### config.mk
export PLATFORM = sky130hd
export DESIGN_NAME = lsu_mem_ctrl
export DESIGN_NICKNAME = d
export VERILOG_FILES = /design/src/rtl/lsu_mem_ctrl.sv
export SDC_FILE = /design/constraint.sdc
export NUM_CORES = 1
export LEC_CHECK = 0
export ABC_AREA = 1
export BUFFER_PORTS_ARGS = -buffer_cell sky130_fd_sc_hd__buf_2
export CORE_ASPECT_RATIO = 0.6
export CORE_MARGIN = 10
export CORE_UTILIZATION = 45
export DETAILED_ROUTE_END_ITERATION = 6
export GPL_TIMING_DRIVEN = 1
export PLACE_DENSITY_LB_ADDON = 0.3
export SLEW_MARGIN = 10
export SYNTH_ARGS = -nofsm -noshare
export SYNTH_HDL_FRONTEND = slang
export SYNTH_SLANG_ARGS = --single-unit
### constraint.sdc
create_clock -name clk -period 2 [get_ports clk]
set_clock_uncertainty 0.05 [all_clocks]
set_input_delay 0.2 -clock clk [delete_from_list [all_inputs] [get_ports clk]]
set_output_delay 0.2 -clock clk [all_outputs]
set_load 0.03 [all_outputs]
### src/rtl/lsu_mem_ctrl.sv
// rtl/lsu_mem_ctrl.sv - MEM-stage load/store initiator with read-modify-write for byte/half stores
module lsu_mem_ctrl #(
    parameter int DATA_W        = 32,
    parameter bit MISALIGN_TRAP = 1'b1
) (
    input  logic              clk,
    input  logic              rstn,
    input  logic              req_valid,
    input  logic              req_we,
    input  logic [2:0]        funct3,
    input  logic [DATA_W-1:0] addr,
    input  logic [DATA_W-1:0] wdata,
    input  logic [DATA_W-1:0] mem_rdata,
    output logic [DATA_W-1:0] mem_addr,
    output logic [DATA_W-1:0] mem_wdata,
    output logic              mem_read_en,
    output logic              mem_write_en,
    output logic [DATA_W-1:0] load_data,
    output logic              stall,
    output logic              misalign
);

    typedef enum logic [0:0] {
        IDLE   = 1'b0,
        RMW_WR = 1'b1
    } state_t;

    state_t            state;
    state_t            state_nxt;
    logic [DATA_W-1:0] rmw_buf;
    logic [DATA_W-1:0] rmw_addr;

    logic              is_byte;
    logic              is_half;
    logic              is_word;
    logic              illegal;
    logic              unaligned;
    logic              go;
    logic [1:0]        off;
    logic [4:0]        shift;
    logic [DATA_W-1:0] word_addr;
    logic [DATA_W-1:0] lane_data;
    logic [DATA_W-1:0] lane_mask;
    logic [DATA_W-1:0] merged;
    logic [DATA_W-1:0] ext_data;
    logic              sgn;

    // Decode width, legality, alignment and the byte lane; build load extension and store merge
    always_comb begin
        is_byte   = (funct3[1:0] == 2'b00);
        is_half   = (funct3[1:0] == 2'b01);
        is_word   = (funct3[1:0] == 2'b10);
        // Loads: 011/110/111 are undefined; stores only have SB/SH/SW
        illegal   = req_we ? (funct3[2] || funct3[1:0] == 2'b11)
                           : (funct3[1:0] == 2'b11 || funct3 == 3'b110);
        unaligned = (is_word && addr[1:0] != 2'b00) || (is_half && addr[0]);
        // Forcing offending low bits to zero keeps the non-trapping variant usable
        if (is_word)
            off = 2'b00;
        else if (is_half)
            off = {addr[1], 1'b0};
        else
            off = addr[1:0];
        shift     = {off, 3'b000};
        word_addr = {addr[DATA_W-1:2], 2'b00};
        lane_data = mem_rdata >> shift;
        sgn       = 1'b0;
        ext_data  = mem_rdata;
        if (is_byte) begin
            sgn      = ~funct3[2] & lane_data[7];
            ext_data = {{(DATA_W-8){sgn}}, lane_data[7:0]};
        end else if (is_half) begin
            sgn      = ~funct3[2] & lane_data[15];
            ext_data = {{(DATA_W-16){sgn}}, lane_data[15:0]};
        end
        lane_mask = is_byte ? (DATA_W'(8'hFF) << shift) : (DATA_W'(16'hFFFF) << shift);
        merged    = (mem_rdata & ~lane_mask) | ((wdata << shift) & lane_mask);
        go        = req_valid && !illegal && !(MISALIGN_TRAP && unaligned);
    end

    // State register and RMW capture of the merged word at the end of the read cycle
    always_ff @(posedge clk or negedge rstn) begin
        if (!rstn) begin
            state    <= IDLE;
            rmw_buf  <= '0;
            rmw_addr <= '0;
        end else begin
            state <= state_nxt;
            if (state == IDLE && state_nxt == RMW_WR) begin
                rmw_buf  <= merged;
                rmw_addr <= word_addr;
            end
        end
    end

    // Next-state and memory/pipeline outputs; everything held at zero while in reset
    always_comb begin
        state_nxt    = state;
        mem_addr     = '0;
        mem_wdata    = '0;
        mem_read_en  = 1'b0;
        mem_write_en = 1'b0;
        load_data    = '0;
        stall        = 1'b0;
        misalign     = 1'b0;
        case (state)
            IDLE: begin
                mem_addr = word_addr;
                if (req_valid)
                    misalign = illegal || unaligned;
                if (go) begin
                    if (!req_we) begin
                        mem_read_en = 1'b1;
                        load_data   = ext_data;
                    end else if (is_word) begin
                        mem_write_en = 1'b1;
                        mem_wdata    = wdata;
                    end else begin
                        mem_read_en = 1'b1;
                        stall       = 1'b1;
                        state_nxt   = RMW_WR;
                    end
                end
            end
            RMW_WR: begin
                // The still-presented instruction is ignored; only the captured word is written
                mem_write_en = 1'b1;
                mem_addr     = rmw_addr;
                mem_wdata    = rmw_buf;
                state_nxt    = IDLE;
            end
            default: state_nxt = IDLE;
        endcase
        if (!rstn) begin
            mem_addr     = '0;
            mem_wdata    = '0;
            mem_read_en  = 1'b0;
            mem_write_en = 1'b0;
            load_data    = '0;
            stall        = 1'b0;
            misalign     = 1'b0;
        end
    end

endmodule

==> out/metrics.yaml <==
run_status: "complete, but fails checks"
failed_checks: "setup timing"
clockBufferDepth: 2
finalMaxSlewViolations: 0
most-common-layout-cells: "169 x buf_2, 155 x nand2_1, 112 x nor2_1"
synth_area_per_cell_um2: 6.324
synth_top_family_by_area: "simple AND/OR/NAND/NOR gates"
worstSetupPathDepth: 7
timing.rr.start: "state$_DFF_PN0_"
rows: 28
cp_top_family: "simple AND/OR/NAND/NOR gates"
synthFlopType: "dfrtp_1"
port_buffers: 200
dieArea_mm2: 0.01518
cpMaxStageDelayCell: "dfrtp_2"
die_width_um: 152.5
crit_arrival_ps: 1760
p_comb_frac: 0.276
numCtsBuffers: 9
worst_pin_slew_ps: 522.5
dp.cells: 1083
num_antenna_cells: 0
cpPeakStageDelay_ps: 460
vias_per_cell: 5.307
cp_max_fo: 5
fmax_mhz: 498.6
slew_headroom: 0.6493
rr_worst_depth: 6
min_period_over_period: 1.003
cts_root_buf: "clkbuf_16"
ys_warn_count: 0
fillers: 924
ant_nets: 0
whs_ps: 8.116
final_common_cell: "buf_2"
synthXorXnorAreaFrac: 0
power.total_mw: 4.831
p_int_mw: 3.280
finalHoldViolCount: 0
cp-start-kind: "flip-flop"
die-height_um: 99.53
finish.instance_area_mm2: 0.006793
async_reset_ff_frac: 1.000
netlist_instances: 750
critPathBufInv: 2
grt_usage: 0.2383
drc: 0
drive_gt1_frac: 0.3481
drt-initial-drc-count: 569
power.density_mw_per_mm2: 711.2
pwr-share-seq: 0.366
crit_chain: "nor2_4, nand2_4, nor2_8, buf_6, o21ai_1, nor2_1, buf_4"
setup_violations: 1
clkLatencyLatePin_ps: 330
yosys.cell_types.count: 30
end_kind: "output port"
area_growth_pct: 43.21
rsz0062_at_grt: "true"
htreeDepth: 3
syn_area_mm2: 0.004743
antenna_found_initial: 1
sw_frac_of_total: 0.3211
synth_fa_ha_area_frac: 0
clockPowerShare: 0.358
critical_path_required_ps: 1750
stdcell_count: 1106
first_pass_iters: 6
p_leak_nw: 3.633
synth_edf_count: 0
maxCapViolations: 0
fin_crit_ps: 2006
wl_um: 19610
io_pins: 203
clock-sinks: 63
place_congestion: 1.023
fin_util: 0.6756
r2r_slack_ps: 410
switching_power_mw: 1.551
nets: 1070
ys_ff_latch: 63
cts_tree: "yes"
vias: 5870
dpl_cell_area_mm2: 0.006176
synthSimpleGateAreaFrac: 0.3247
grt_pass1_vias: 5375
yosysSeqAreaShare: 0.3324
synthMuxAreaShare: 0
start_util: 0.4718
dp_hpwl_um: 14930
overflow: 0
ir_drop_uv: 444.4
coreArea_mm2: 0.01005
hold_class: "in2async"
finalWorstSetupSlack_ps: -5.677
reg2reg_to: "rmw_buf[8]$_DFFE_PN0P_"
synth_compound_area_frac: 0.2348
critical_path_class: "reg2out"
clk_pin_slew_ps: 50
routedWlPerCell_um: 17.73
grt_pass1_wl_um: 29480
grt_max_degree: 54
-- power by group through the flow --
stage                     clock network [mW]  logic, mW  registers (mW)
final                                   1.73       1.33            1.77
after global routing                    1.81       1.48            1.81
after CTS                               1.75       1.30            1.76
after detailed placement                   0       1.27            1.78
after global placement                     0       1.25            1.77
after floorplan                            0      0.809            1.73
-- area by class of cell --
cell class | instances | area, µm² | share of cell area
multi-input combinational | 575 | 2820 | 0.4152
inverter | 62 | 242.7 | 0.03573
timing repair buffer | 256 | 1652 | 0.2431
sequential | 63 | 1578 | 0.2323
clock inverter | 3 | 65.06 | 0.009578
tap | 135 | 168.9 | 0.02487
clock buffer | 12 | 266.5 | 0.03923
-- layer usage --
| layer | global-route usage | wire length (µm) | up-vias |
|---|---|---|---|
| li1 | - | - | 2893 |
| met1 | 0.3228 | 8449 | 2669 |
| met2 | 0.3413 | 8390 | 292 |
| met3 | 0.1131 | 2657 | 16 |
| met4 | 0.03723 | 116 | 0 |
| met5 | 0 | 0 | - |
-- kinds of logic after synthesis --
group           count (synthesis)
compound gates                217
buf+inv                       114
flops                          63
other cells                     1
simple gates                  355
-- flip-flops by register name, summed over array words and instances, names as in the netlist --
name,count
rmw_buf,32
rmw_addr,30
state,1
-- worst max-delay path by stage --
stage | from | to | slack, ps
floorplan | funct3[1] | mem_wdata[10] | 4
global placement | funct3[0] | load_data[17] | 20
detailed placement | funct3[0] | load_data[30] | -30
CTS | state$_DFF_PN0_ | load_data[4] | 7
global route | state$_DFF_PN0_ | load_data[1] | -90
finish | state$_DFF_PN0_ | load_data[1] | -6
-- through the flow --
step	setup TNS, ps	setup WS [ps]
after floorplan	0	4.192
after global placement	0	15.94
after detailed placement	-139.5	-26.89
after CTS	0	6.738
after global routing	-917.2	-87.06
final	-5.677	-5.677
-- repair_timing --
item / 4_1_cts / 5_1_grt
gates cloned: 1 / 1
gates resized for setup: 9 / 80
buffers inserted: 0 / 3
hold buffers: 3 / 0
endpoints found under the setup margin: 44 / 70
pin swaps: 2 / 8
hold endpoints to repair: 63 / 0
-- Yosys cell counts, types with 2 or more instances --
| cell type | n | area share |
|---|---|---|
| nand3_4 | 2 | 0.0074 |
| nor2_4 | 2 | 0.0047 |
| nand2_1 | 158 | 0.13 |
| nor4_1 | 2 | 0.0026 |
| clkbuf_1 | 28 | 0.022 |
| nand2_4 | 4 | 0.0095 |
| buf_6 | 7 | 0.017 |
| o211ai_1 | 3 | 0.0047 |
| o21ai_0 | 118 | 0.12 |
| nand4_1 | 3 | 0.0040 |
| o21ai_1 | 43 | 0.045 |
| nand2_2 | 5 | 0.0066 |
| inv_2 | 5 | 0.0040 |
| nor2_1 | 114 | 0.090 |
| dfrtp_1 | 63 | 0.33 |
| buf_2 | 14 | 0.015 |
| nor2_2 | 10 | 0.013 |
| nand3_1 | 21 | 0.022 |
| nor3_1 | 32 | 0.034 |
| o22ai_1 | 4 | 0.0053 |
| a21oi_1 | 47 | 0.050 |
| buf_4 | 2 | 0.0032 |
| inv_1 | 56 | 0.044 |
-- tightest hold or removal path, cell delays in order --
cell	delay, ps
buf_4	120
buf_12	180
buf_12	230
(Power assumes the default switching activity.)
